### config.mk
export PLATFORM = sky130hd
export DESIGN_NAME = sar_conv_ctrl
export DESIGN_NICKNAME = d
export VERILOG_FILES = /design/src/rtl/sar_conv_ctrl_pkg.sv /design/src/rtl/sar_timeout_timer.sv /design/src/rtl/sar_conv_ctrl.sv
export SDC_FILE = /design/constraint.sdc
export NUM_CORES = 1
export LEC_CHECK = 0
export ABC_CLOCK_PERIOD_IN_PS = 4150
export BUFFER_PORTS_ARGS = -buffer_cell sky130_fd_sc_hd__buf_2
export CORE_ASPECT_RATIO = 0.5
export CORE_MARGIN = 5
export CORE_UTILIZATION = 45
export CTS_BUF_LIST = sky130_fd_sc_hd__clkbuf_2
export DETAILED_ROUTE_END_ITERATION = 10
export GPL_TIMING_DRIVEN = 0
export PLACE_DENSITY_LB_ADDON = 0.15
export SKIP_CTS_REPAIR_TIMING = 1
export SYNTH_ARGS = -nofsm -noshare
export SYNTH_HDL_FRONTEND = slang
export SYNTH_HIERARCHICAL = 1
export SYNTH_SLANG_ARGS = --single-unit
### constraint.sdc
create_clock -name clk -period 4.15 [get_ports clk]
set_input_delay 0.415 -clock clk [delete_from_list [all_inputs] [get_ports clk]]
set_output_delay 0.415 -clock clk [all_outputs]
set_load 0.05 [all_outputs]
### src/rtl/sar_conv_ctrl_pkg.sv
// Shared types and default sizing for the SAR conversion sequencer.
// Imported by the top level so that state names and defaults have a single source.
package sar_conv_ctrl_pkg;

   typedef enum logic [1:0] {
      IDLE     = 2'd0,
      SAMPLE   = 2'd1,
      WAIT_CMP = 2'd2,
      DONE     = 2'd3
   } sar_state_t;

   localparam int SAR_NBITS          = 8;
   localparam int SAR_SAMPLE_CYCLES  = 2;
   localparam int SAR_TIMEOUT_CYCLES = 16;

   // Counter widths sized for the upper end of the legal parameter ranges.
   localparam int SAR_SAMPLE_CNT_W   = 4;
   localparam int SAR_TIMEOUT_CNT_W  = 8;

endpackage

### src/rtl/sar_timeout_timer.sv
// Per-bit watchdog: counts enabled cycles and strobes expire on the LIMIT-th one.
// The count restarts on clear or on its own expiry, so back-to-back timeouts work.
module sar_timeout_timer #(
   parameter int LIMIT = 16,
   parameter int CNT_W = 8
) (
   input  logic clk,
   input  logic reset,
   input  logic clear,
   input  logic count_en,
   output logic expire
);

   localparam logic [CNT_W-1:0] CNT_LAST = CNT_W'(LIMIT - 1);

   logic [CNT_W-1:0] cnt_q;
   logic [CNT_W-1:0] cnt_d;

   assign expire = count_en && (cnt_q == CNT_LAST);

   // NOTE: cnt_d gets its default before any branch so no latch is inferred.
   always_comb begin
      cnt_d = cnt_q;
      if (clear || expire) begin
         cnt_d = '0;
      end else if (count_en) begin
         cnt_d = cnt_q + 1'b1;
      end
   end

   // NOTE: state flops use non-blocking assignments so all registers update together.
   always_ff @(posedge clk or posedge reset) begin
      if (reset) begin
         cnt_q <= '0;
      end else begin
         cnt_q <= cnt_d;
      end
   end

endmodule

### src/rtl/sar_conv_ctrl.sv
// SAR ADC conversion sequencer: sample window, then one bit resolved per comparator
// decision (or per-bit timeout), MSB first, with all outputs driven from flops.
module sar_conv_ctrl
   import sar_conv_ctrl_pkg::*;
#(
   parameter int NBITS          = SAR_NBITS,
   parameter int SAMPLE_CYCLES  = SAR_SAMPLE_CYCLES,
   parameter int TIMEOUT_CYCLES = SAR_TIMEOUT_CYCLES
) (
   input  logic             clk,
   input  logic             reset,
   input  logic             start,
   input  logic             comp_ready,
   input  logic             comp_out,
   output logic             sample_en,
   output logic             register_clk,
   output logic [NBITS-1:0] dac_code,
   output logic             busy,
   output logic [NBITS-1:0] data_out,
   output logic             data_valid,
   output logic             overrun,
   output logic             timeout_err
);

   localparam int IDX_W = $clog2(NBITS);
   localparam logic [SAR_SAMPLE_CNT_W-1:0] SAMPLE_LAST = SAR_SAMPLE_CNT_W'(SAMPLE_CYCLES - 1);
   localparam logic [IDX_W-1:0]            IDX_MSB     = IDX_W'(NBITS - 1);
   localparam logic [NBITS-1:0]            MSB_TRIAL   = NBITS'(1) << (NBITS - 1);

   sar_state_t                  state_q, state_d;
   logic [SAR_SAMPLE_CNT_W-1:0] samp_cnt_q, samp_cnt_d;
   logic [IDX_W-1:0]            idx_q, idx_d;
   logic [NBITS-1:0]            dac_code_q, dac_code_d;
   logic [NBITS-1:0]            data_out_q, data_out_d;
   logic                        sample_en_q, sample_en_d;
   logic                        register_clk_q, register_clk_d;
   logic                        busy_q, busy_d;
   logic                        data_valid_q, data_valid_d;
   logic                        overrun_q, overrun_d;
   logic                        timeout_err_q, timeout_err_d;

   logic                        in_wait;
   logic                        tmr_expire;
   logic                        decided;
   logic                        timed_out;
   logic                        begin_conv;
   logic [NBITS-1:0]            resolved;

   assign in_wait    = (state_q == WAIT_CMP);
   assign decided    = in_wait && comp_ready;
   // A real decision in the expiry cycle takes precedence over the timeout.
   assign timed_out  = in_wait && !comp_ready && tmr_expire;
   assign begin_conv = start && ((state_q == IDLE) || (state_q == DONE));

   sar_timeout_timer #(
      .LIMIT (TIMEOUT_CYCLES),
      .CNT_W (SAR_TIMEOUT_CNT_W)
   ) u_timeout (
      .clk      (clk),
      .reset    (reset),
      .clear    (!in_wait || comp_ready),
      .count_en (in_wait),
      .expire   (tmr_expire)
   );

   always_comb begin
      state_d       = state_q;
      samp_cnt_d    = samp_cnt_q;
      idx_d         = idx_q;
      dac_code_d    = dac_code_q;
      data_out_d    = data_out_q;
      timeout_err_d = timeout_err_q;
      overrun_d     = 1'b0;
      resolved      = dac_code_q;

      case (state_q)
         IDLE: begin
         end

         SAMPLE: begin
            overrun_d = start;
            if (samp_cnt_q == SAMPLE_LAST) begin
               state_d    = WAIT_CMP;
               idx_d      = IDX_MSB;
               dac_code_d = MSB_TRIAL;
            end else begin
               samp_cnt_d = samp_cnt_q + 1'b1;
            end
         end

         WAIT_CMP: begin
            overrun_d = start;
            if (decided || timed_out) begin
               // The trial bit survives only on a real decision with Vin >= Vdac.
               if (!(decided && comp_out)) begin
                  resolved[idx_q] = 1'b0;
               end
               if (timed_out) begin
                  timeout_err_d = 1'b1;
               end
               if (idx_q == '0) begin
                  state_d    = DONE;
                  data_out_d = resolved;
                  dac_code_d = resolved;
               end else begin
                  idx_d                    = idx_q - 1'b1;
                  resolved[idx_q - 1'b1]   = 1'b1;
                  dac_code_d               = resolved;
               end
            end
         end

         DONE: begin
            state_d = IDLE;
         end

         default: begin
            state_d = IDLE;
         end
      endcase

      // Entry into SAMPLE from IDLE or back-to-back from DONE.
      if (begin_conv) begin
         state_d       = SAMPLE;
         samp_cnt_d    = '0;
         dac_code_d    = '0;
         timeout_err_d = 1'b0;
      end

      sample_en_d    = (state_d == SAMPLE);
      register_clk_d = (state_d == WAIT_CMP);
      busy_d         = (state_d != IDLE);
      data_valid_d   = (state_d == DONE);
   end

   always_ff @(posedge clk or posedge reset) begin
      if (reset) begin
         state_q        <= IDLE;
         samp_cnt_q     <= '0;
         idx_q          <= '0;
         dac_code_q     <= '0;
         data_out_q     <= '0;
         sample_en_q    <= 1'b0;
         register_clk_q <= 1'b0;
         busy_q         <= 1'b0;
         data_valid_q   <= 1'b0;
         overrun_q      <= 1'b0;
         timeout_err_q  <= 1'b0;
      end else begin
         state_q        <= state_d;
         samp_cnt_q     <= samp_cnt_d;
         idx_q          <= idx_d;
         dac_code_q     <= dac_code_d;
         data_out_q     <= data_out_d;
         sample_en_q    <= sample_en_d;
         register_clk_q <= register_clk_d;
         busy_q         <= busy_d;
         data_valid_q   <= data_valid_d;
         overrun_q      <= overrun_d;
         timeout_err_q  <= timeout_err_d;
      end
   end

   assign sample_en    = sample_en_q;
   assign register_clk = register_clk_q;
   assign dac_code     = dac_code_q;
   assign busy         = busy_q;
   assign data_out     = data_out_q;
   assign data_valid   = data_valid_q;
   assign overrun      = overrun_q;
   assign timeout_err  = timeout_err_q;

endmodule

# [After elaboration in Yosys (flattened, before gate mapping)]
# Cells that the tools add are included.
[word_totals] regBits=39 wordCells=97 output_inout_bits=22 in_bits=5
[classes] n_eq_ne=14 n_reduce_logical=30 magnitude_cmp=4 bitwise=3 muxes=31 add_sub_neg=3
[op_table] operator="8-bit 2-to-1 mux" n=9
[op_table] operator="8-bit one-hot mux with 2 select lines" n=1
[op_table] operator="2-bit nonzero test" n=7
[op_table] operator="4-bit 2-to-1 mux" n=3
[op_table] operator="3-bit 2-to-1 mux" n=3
[op_table] operator="3-bit AND reduction" n=3
[op_table] operator="8-bit by 1-bit adder with 8-bit output, second input constant" n=1
[op_table] operator="8-bit AND" n=1
[op_table] operator="2-bit equality test, second input constant" n=4
[op_table] operator="8-bit by 4-bit equality test with 1-bit output, second input constant" n=1
[op_table] operator="1-bit logical AND" n=8
[op_table] operator="3-bit by 4-bit less-than comparator with 1-bit output, second input constant" n=2
[op_table] operator="2-bit 2-to-1 mux" n=4
[op_table] operator="8-bit inverter" n=1
[op_table] operator="8-bit bitwise OR" n=1
[op_table] operator="1-bit 2-to-1 mux" n=7
[op_table] operator="1-bit demux with 3-bit select" n=2
[op_table] operator="3-bit by 1-bit greater-or-equal comparator with 1-bit output, second input constant" n=2
[op_table] operator="2-bit inequality test, second input constant" n=3
[op_table] operator="2-bit one-hot mux with 3 select lines" n=1
[op_table] operator="3-bit one-hot mux with 2 select lines" n=1
[op_table] operator="4-bit by 1-bit adder with 4-bit output, second input constant" n=1
[op_table] operator="2-bit by 1-bit equality test with 1-bit output, second input constant" n=2
[op_table] operator="4-bit by 1-bit equality test with 1-bit output, second input constant" n=1
[op_table] operator="other kinds (12)" n=16

# [Logic depth before layout (Yosys ltp)]
# Gate-level depths: netlist of run 1.
[logic_depth] ltp_word=14 depth_mapped=9 mapped_depth_nobuf=9

# [Modules after synthesis]
# The synthesis of run 1 kept the hierarchy.
[by_module_without_submodules] mod="sar_conv_ctrl" cells_each=181 seq_area_each_um2=775.7 area_per_inst_um2=1744.2 instances=1
[by_module_without_submodules] mod="sar_timeout_timer" cells_each=44 seq_area_each_um2=200.2 area_per_inst_um2=439.2 instances=1

# [Worst setup path after synthesis of run 1]
# No wires, ideal clock.
[synth_path] path_type="register to register" startpoint="reg u_timeout.cnt_q[0]" endpoint="reg dac_code_q[6] (netlist: dac_code[6])" path_slack_ps=1800 required_time_ps=4059 setup_time_ps=91 path_stages_with_launch=8 n_path_buf=0 synth_period_minus_slack_ps=2350 arrival_ps=2258 path_cell_list="dfrtp_1 ha_1 or4b_4 nor2_1 mux2i_1 a2111o_1 or4_1 o221ai_1"
[synth_via] elab_chain_cells=6
[synth_rtl] element="start, declared" line="sar_timeout_timer.sv:16" source="logic [CNT_W-1:0] cnt_q;"
[synth_rtl] element="start signal, assigned" line="sar_timeout_timer.sv:36" source="cnt_q <= cnt_d;"
[synth_rtl] element="8-bit by 4-bit equality test with 1-bit output" line="sar_timeout_timer.sv:19" source="assign expire = count_en && (cnt_q == CNT_LAST);"
[synth_rtl] element="1-bit logical AND" line="sar_timeout_timer.sv:19"
[synth_rtl] element="named net tmr_expire" line="sar_conv_ctrl.sv:43" source="logic tmr_expire;"
[synth_rtl] element="1-bit logical AND" line="sar_conv_ctrl.sv:52" source="assign timed_out = in_wait && !comp_ready && tmr_expire;"
[synth_rtl] element="1-bit logical OR" line="sar_conv_ctrl.sv:93" source="if (decided || timed_out) begin"
[synth_rtl] element="3-bit by 1-bit inequality test with 1-bit output (no source line)"
[synth_rtl] element="3-bit AND reduction (no source line)"
[synth_rtl] element="end signal, assigned" line="sar_conv_ctrl.sv:153" source="dac_code_q <= dac_code_d;"
[synth_rtl] element="end, declared" line="sar_conv_ctrl.sv:33" source="logic [NBITS-1:0] dac_code_q, dac_code_d;"
# The timed path passes the listed nets, and every way through them passes these cells.
# A chain may end at the register's enable or synchronous reset.

# [Worst setup path in the final report of run 1]
[layout_path] startpoint="reg state_q[0]" endpoint="reg dac_code_q[4] (netlist: dac_code[4])"
[layout_via] word_cells_on_any_way=24 classes_between="eq/ne (5); mux (7); bitwise (1); reduce/logical (11)"
[layout_rtl] element="start, declared" line="sar_conv_ctrl.sv:30" source="sar_state_t state_q, state_d;"
[layout_rtl] element="start signal, assigned" line="sar_conv_ctrl.sv:150" source="state_q <= state_d;"
[layout_rtl] element="2-bit equality test" line="sar_conv_ctrl.sv:49" source="assign in_wait = (state_q == WAIT_CMP);"
[layout_rtl] element="named net in_wait" line="sar_conv_ctrl.sv:42" source="logic in_wait;"
[layout_rtl] element="1-bit logical AND" line="sar_timeout_timer.sv:19"
[layout_rtl] element="named net tmr_expire" line="sar_conv_ctrl.sv:43"
[layout_rtl] element="1-bit logical AND" line="sar_conv_ctrl.sv:52"
[layout_rtl] element="1-bit logical OR" line="sar_conv_ctrl.sv:93"
[layout_rtl] element="3-bit by 1-bit inequality test with 1-bit output (no source line)"
[layout_rtl] element="3-bit AND reduction (no source line)"
# The timed path passes the listed nets, and every way through them passes these cells. The select of a mux whose other input is x is not followed.

==> key figures, run 1 <==
Run status
  • Status: complete, no violations

Routing
  • DR iter-0 viols: 100
  • Wirelength per Cell: 14.9 µm
  • Routed WL: 4880 µm
  • Routed Antenna Nets: 0
  • DRT Pass-1 Iters: 4
  • Vias: 1754
  • DRC viols: 0
  • Routed vias/inst: 5.36

Clock network
  • Worst-Skew Late Latency: 400 ps
  • CTS Sinks: 39
  • Root Buffer: clkbuf_2
  • CTS tree: yes
  • H-tree depth: 2
  • Number of buffers created by CTS: 5
  • CTS Buffer Depth: 2
  • Clk slew on worst S/H paths: 190 ps

Placed design
  • DP Wirelength: 3600 µm
  • GPL Wtd Cong: 0.830
  • IO buf count: 26

Synth
  • Distinct cells, synth: 58
  • Synth area leader: dfrtp_1
  • Warnings from Yosys: 6
  • Syn Std Cell Area: 2180 µm²
  • Synth area leaders: dfrtp_1 (45%), ha_1 (5.2%), o21ai_0 (5.0%)
  • FFs w/ async S/R, synth: 100%
  • Most common cell in the synthesized netlist: dfrtp_1
  • Flops & latches, synth: 39
  • Register area share after synthesis: 44.7%
  • Cells after Synth: 225
  • Syn Area/Cell: 9.70 µm²
  • Top FF cell, synth: dfrtp_1
  • Post-synth EDFFs: 0
  • Syn nets: 239
  • Share of the synthesized area in the top cell type: 44.7%
  • Most frequent cells after synthesis: dfrtp_1 (39), o21ai_0 (22), nand2_1 (20)

Power and ir drop
  • Peak supply drop: 354 µV
  • PwrDens: 469 nW/µm²
  • Pleak: 0.00118 µW
  • Total power: 1160 µW

Timing
  • Clock skew: 33.2 ps
  • Relative slew margins: 49.5%
  • RSZ-0062 raised after global routing: no
  • Setup Viol. Count Final: 0
  • Final hold slack: 258 ps
  • Hold Vio Cnt, Final: 0
  • Period utilisation layout: 64.6%
  • Setup TNS: 0 ps
  • Slew Viols, Final: 0
  • Worst Max-Slew Pin Slew: 758 ps
  • Shortest period the worst path allows: 2680 ps
  • Max frequency: 0.373 GHz

Job
  • Max-cap violations: 0

Global route
  • Total gr overflow: 0
  • Largest net degree at the start of global routing: 32
  • Total GRT Usage: 16.9%
  • Vias in the first global route: 1691
  • First-pass GRT wire length: 8510 µm
  • Initial antenna violation count: 0

Floorplanning
  • Row count: 17
  • Die Area: 6430 µm²
  • Initial Util: 48.0%
  • Core area: 4550 µm²
  • IO Pins: 27
  • Die width: 109 µm
  • DIE HEIGHT: 59.3 µm

Layout
  • Layout area overhead: 13.3%
  • Layout cells sized above 1: 18.4%
  • Nets: 274
  • Final design utilization: 54.3%
  • Antenna cell count: 0

Setup path
  • Crit path capture type: flip-flop
  • Worst Path Required: 4480 ps
  • Family with the most delay on the worst path: simple AND/OR/NAND/NOR gates
  • Worst Path Max Fanout: 9
  • Cells along the critical path: inv_1 > ha_1 > nand4b_2 > nor2_1 > mux2i_1 > a2111o_1 > or3_1 > o2bb2ai_1
  • Slowest stage cell, crit path: a2111o_1
  • CP Class: reg -> reg
  • Critical path buffers and inverters: 1
  • Crit path DAT: 3010 ps
  • Crit-path max cell delay: 530 ps
  • Worst Setup Start Kind: flip-flop

Hold path
  • Tightest Hold Check Type: in -> reg
==> worst reg2reg max path, delay by kind of cell, from the launching register on <==
kind | cells | cell delay, ps
adders and majority gates | 1 | 390
and+or+nand+nor | 3 | 830
muxes | 1 | 130
DFF | 1 | 440
AOI/OAI and AO/OA | 2 | 700
buffers and inverters | 1 | 130
==> layout by cell type (no fill, tap or decap), types with 2 or more instances in the layout <==
master     count
xnor2_1        2
clkbuf_8       2
mux2i_1        2
o2111ai_1      2
nor3b_1        2
o22ai_1        2
nand2b_1       3
nand2_1       20
o21ai_0       22
inv_1         19
xor2_1         5
o31ai_1        5
buf_6          3
o2bb2ai_1      4
and2_1         3
nand4_1        2
nand3_1        3
ha_1           9
a21oi_1       12
o21ai_1        2
clkbuf_2       7
buf_2         26
or3_1          6
nor4_1         2
clkbuf_1       4
nor2_1        13
nor3_1         2
nor2b_1        3
and3_1         2
dfrtp_1       39
==> area by class of cell <==
type | count | area (µm²)
inverter | 19 | 71.3
timing repair buffer | 28 | 168
clock inverter | 1 | 5.00
sequential | 39 | 976
tap | 66 | 82.6
buffer | 10 | 83.8
fill | 468 | 2080
multi-input combinational | 157 | 1050
clock buffer | 7 | 35.0
==> state kept, by name, summed over array words and instances, names as in the netlist <==
register	flops
register_clk	1
state_q	2
u_timeout/cnt_q	8
timeout_err	1
data_valid	1
data_out	8
busy	1
overrun	1
idx_q	3
samp_cnt_q	4
dac_code	8
sample_en	1
==> path summary, 6_finish.rpt <==
kind,start,to,slack (ps),depth (start not counted)
setup / recovery,state_q[0],dac_code[4],1470,8
hold reg to reg,data_out[1],data_out[1],500,2
max in group asynchronous,reset,state_q[1],3130,4
min in group asynchronous,reset,u_timeout/cnt_q[0],490,3
setup reg to reg,state_q[0],dac_code[4],1470,8
hold / removal,start,overrun,260,2
==> routing by layer <==
metal	wire (µm)	GRT usage, %
met2	2030	24.8
met5	0	0
met1	2610	25.3
met4	38	3.24
met3	212	4.24
==> kinds of logic (layout without fill, tap and decap cells) <==
family | Yosys count | after routing | synth area share (%)
xor gates and xnor gates | 7 | 7 | 2.81
buffers and inverters | 29 | 65 | 7.11
adders and majority gates | 9 | 9 | 5.16
and+or+nand+nor | 72 | 72 | 18.4
AOI/OAI and AO/OA | 66 | 66 | 20.4
muxes | 3 | 3 | 1.43
DFF | 39 | 39 | 44.7
==> through the flow <==
step,instances,cell area (µm²),worst slack [ps]
floorplan,225,2180,1800
global placement,317,2400,1520
detailed placement,317,2400,1510
CTS,325,2440,1470
global route,327,2470,1260
finish,327,2470,1470
==> power by group <==
| part | leakage [µW] | total, µW | internal (µW) | switching [µW] |
|---|---|---|---|---|
| Clock | 0.0000330 | 173 | 46.0 | 127 |
| Sequential | 0.000515 | 464 | 432 | 32.0 |
| Combinational | 0.000634 | 523 | 185 | 338 |
No activity file was read; power rests on OpenSTA's default activity.
==> inputs of run 2 (changes only) <==
--- a/config.mk
+++ b/config.mk
@@ -5,7 +5,7 @@
 export SDC_FILE = /design/constraint.sdc
 export NUM_CORES = 1
 export LEC_CHECK = 0
-export ABC_CLOCK_PERIOD_IN_PS = 4150
+export ABC_CLOCK_PERIOD_IN_PS = 2480
 export BUFFER_PORTS_ARGS = -buffer_cell sky130_fd_sc_hd__buf_2
 export CORE_ASPECT_RATIO = 0.5
 export CORE_MARGIN = 5
==> constraint.sdc (replaced) <==
create_clock -name clk -period 2.48 [get_ports clk]
set_input_delay 0.248 -clock clk [delete_from_list [all_inputs] [get_ports clk]]
set_output_delay 0.248 -clock clk [all_outputs]
set_load 0.05 [all_outputs]
==> key figures, run 2 (same netlist as run 1, synthesis figures left out) <==
Setup path
  • Crit path capture type: flip-flop
  • Worst Setup Start Kind: flip-flop
  • Worst Path Max Fanout: 5 (-4)
  • Crit path DAT: 2730 ps (-280 ps)
  • Worst Path Required: 2820 ps (-1660 ps)
  • CP Class: reg -> reg

Clock network
  • CTS Buffer Depth: 2 (unchanged)
  • Number of buffers created by CTS: 5 (unchanged)
  • CTS tree: yes
  • Worst-Skew Late Latency: 400 ps (about the same)
  • Root Buffer: clkbuf_2
  • H-tree depth: 2 (unchanged)
  • Clk slew on worst S/H paths: 210 ps (+20 ps)
  • CTS Sinks: 39 (unchanged)

Layout
  • Final instance area: 2590 µm² (+4.6%)
  • Layout area overhead: 18.5%
  • Commonest cells after routing, fill and taps aside: dfrtp_1 (39), buf_2 (27), o21ai_0 (22)
  • Nets: 279 (+1.8%)
  • Post-Layout Cell Count: 332 (+1.5%)
  • Antenna cell count: 0 (unchanged)
  • Layout cells sized above 1: 24.4% (+6.0 points)
  • Commonest non-fill, non-tap cell in the layout: dfrtp_1

Timing
  • Relative slew margins: 64.7% (+15 points)
  • Final hold slack: 86.1 ps (-172 ps)
  • Worst Max-Slew Pin Slew: 529 ps (-229 ps)
  • RSZ-0062 raised after global routing: yes
  • Slew Viols, Final: 0 (unchanged)
  • Period utilisation layout: 96.5% (+32 points)
  • Max frequency: 0.418 GHz (+12%)
  • Setup Viol. Count Final: 0 (unchanged)
  • Hold Vio Cnt, Final: 0 (unchanged)
  • Clock skew: 29.1 ps (-4.04 ps)
  • Shortest period the worst path allows: 2390 ps (-286 ps)
  • Setup TNS: 0 ps (unchanged)

Floorplanning
  • IO Pins: 27 (unchanged)
  • Row count: 17 (unchanged)
  • DIE HEIGHT: 59.3 µm (unchanged)
  • Die width: 109 µm (unchanged)
  • Initial Util: 48.0% (unchanged)
  • Die Area: 6430 µm² (unchanged)
  • Core area: 4550 µm² (unchanged)

Power and ir drop
  • PwrDens: 762 nW/µm² (+63%)
  • Reg power frac: 39.4% (-0.6 points)
  • Sw Ratio: 43.0% (+0.18 points)
  • Internal: 1120 µW (+70%)
  • Clk network pwr share: 14.7% (-0.2 points)
  • Peak supply drop: 592 µV (+67%)
  • Sw Pwr: 849 µW (+71%)
  • Combinational fraction of design power: 45.9% (+0.8 points)
  • Pleak: 0.00121 µW (+2.2%)

Routing
  • Wirelength per Cell: 15.1 µm (+0.85%)
  • Vias: 1783 (+1.7%)
  • Routed Antenna Nets: 0 (unchanged)
  • DRC viols: 0 (unchanged)
  • Routed vias/inst: 5.37 (+0.12%)
  • Routed WL: 5000 µm (+2.4%)
  • DR iter-0 viols: 87 (-13%)
  • DRT Pass-1 Iters: 4 (unchanged)

Hold path
  • Tightest Hold Check Type: in -> reg

Global route
  • Initial antenna violation count: 0 (unchanged)
  • First-pass GRT wire length: 8510 µm (unchanged)
  • Total GRT Usage: 16.9% (unchanged)
  • Total gr overflow: 0 (unchanged)
  • Largest net degree at the start of global routing: 32 (unchanged)
  • Vias in the first global route: 1691 (unchanged)

Placed design
  • Placed insts: 317 (unchanged)
  • IO buf count: 26 (unchanged)
  • GPL Wtd Cong: 0.830 (unchanged)
  • Dpl cell area: 2400 µm² (unchanged)
  • DP Wirelength: 3600 µm (unchanged)

Run status
  • Status: complete, no violations

Job
  • Max-cap violations: 0 (unchanged)
run 2: per-layer routing:
metal / track usage [%] / wire (µm) / vias up
li1: - / - / 882
met5: 0 / 0 / -
met4: 3.24 / 33 / 0
met3: 4.24 / 281 / 5
met1: 25.3 / 2510 / 860
met2: 24.8 / 2180 / 36
run 2: worst paths after layout:
check / start / end / slack [ps] / depth (start not counted)
min: start / overrun / 90 / 2
max: u_timeout/cnt_q[0] / dac_code[6] / 90 / 7
max reg2reg: u_timeout/cnt_q[0] / dac_code[6] / 90 / 7
min in group asynchronous: reset / u_timeout/cnt_q[0] / 330 / 3
min reg2reg: data_out[1] / data_out[1] / 500 / 2
max in group asynchronous: reset / state_q[1] / 1630 / 4
run 2: cell type report:
class	count	area (µm²)
plain buffers	10	85.1
flip-flops and latches	39	976
inverters	19	71.3
well taps	66	82.6
multi-input cells	157	1130
clock inverters	1	5.00
fillers	459	1960
repair buffers	33	205
clock buffers	7	35.0
run 2: through the flow:
step           setup WS [ps]  total power, µW  utilization [%]
2_1_floorplan            130             1470                -
3_3_place_gp            -148             1640             52.6
3_5_place_dp            -163             1650             52.6
4_1_cts                 -200             1940             53.5
5_1_grt                -22.4             2120             56.8
6_report                86.0             1970             56.8
run 2: power groups by stage:
stage | sequential, µW | combinational (µW) | clock [µW]
floorplan | 946 | 520 | 0
global placement | 785 | 853 | 0
detailed placement | 787 | 861 | 0
CTS | 776 | 868 | 296
global route | 791 | 997 | 331
finish | 777 | 905 | 290
run 2: worst max-delay path, stage by stage (launching register included):
cell      delay, ps
dfrtp_1         470
ha_2            210
or4b_4          480
nor2_4          130
mux2i_4          90
a2111o_1        390
or4_1           490
o221ai_1         80
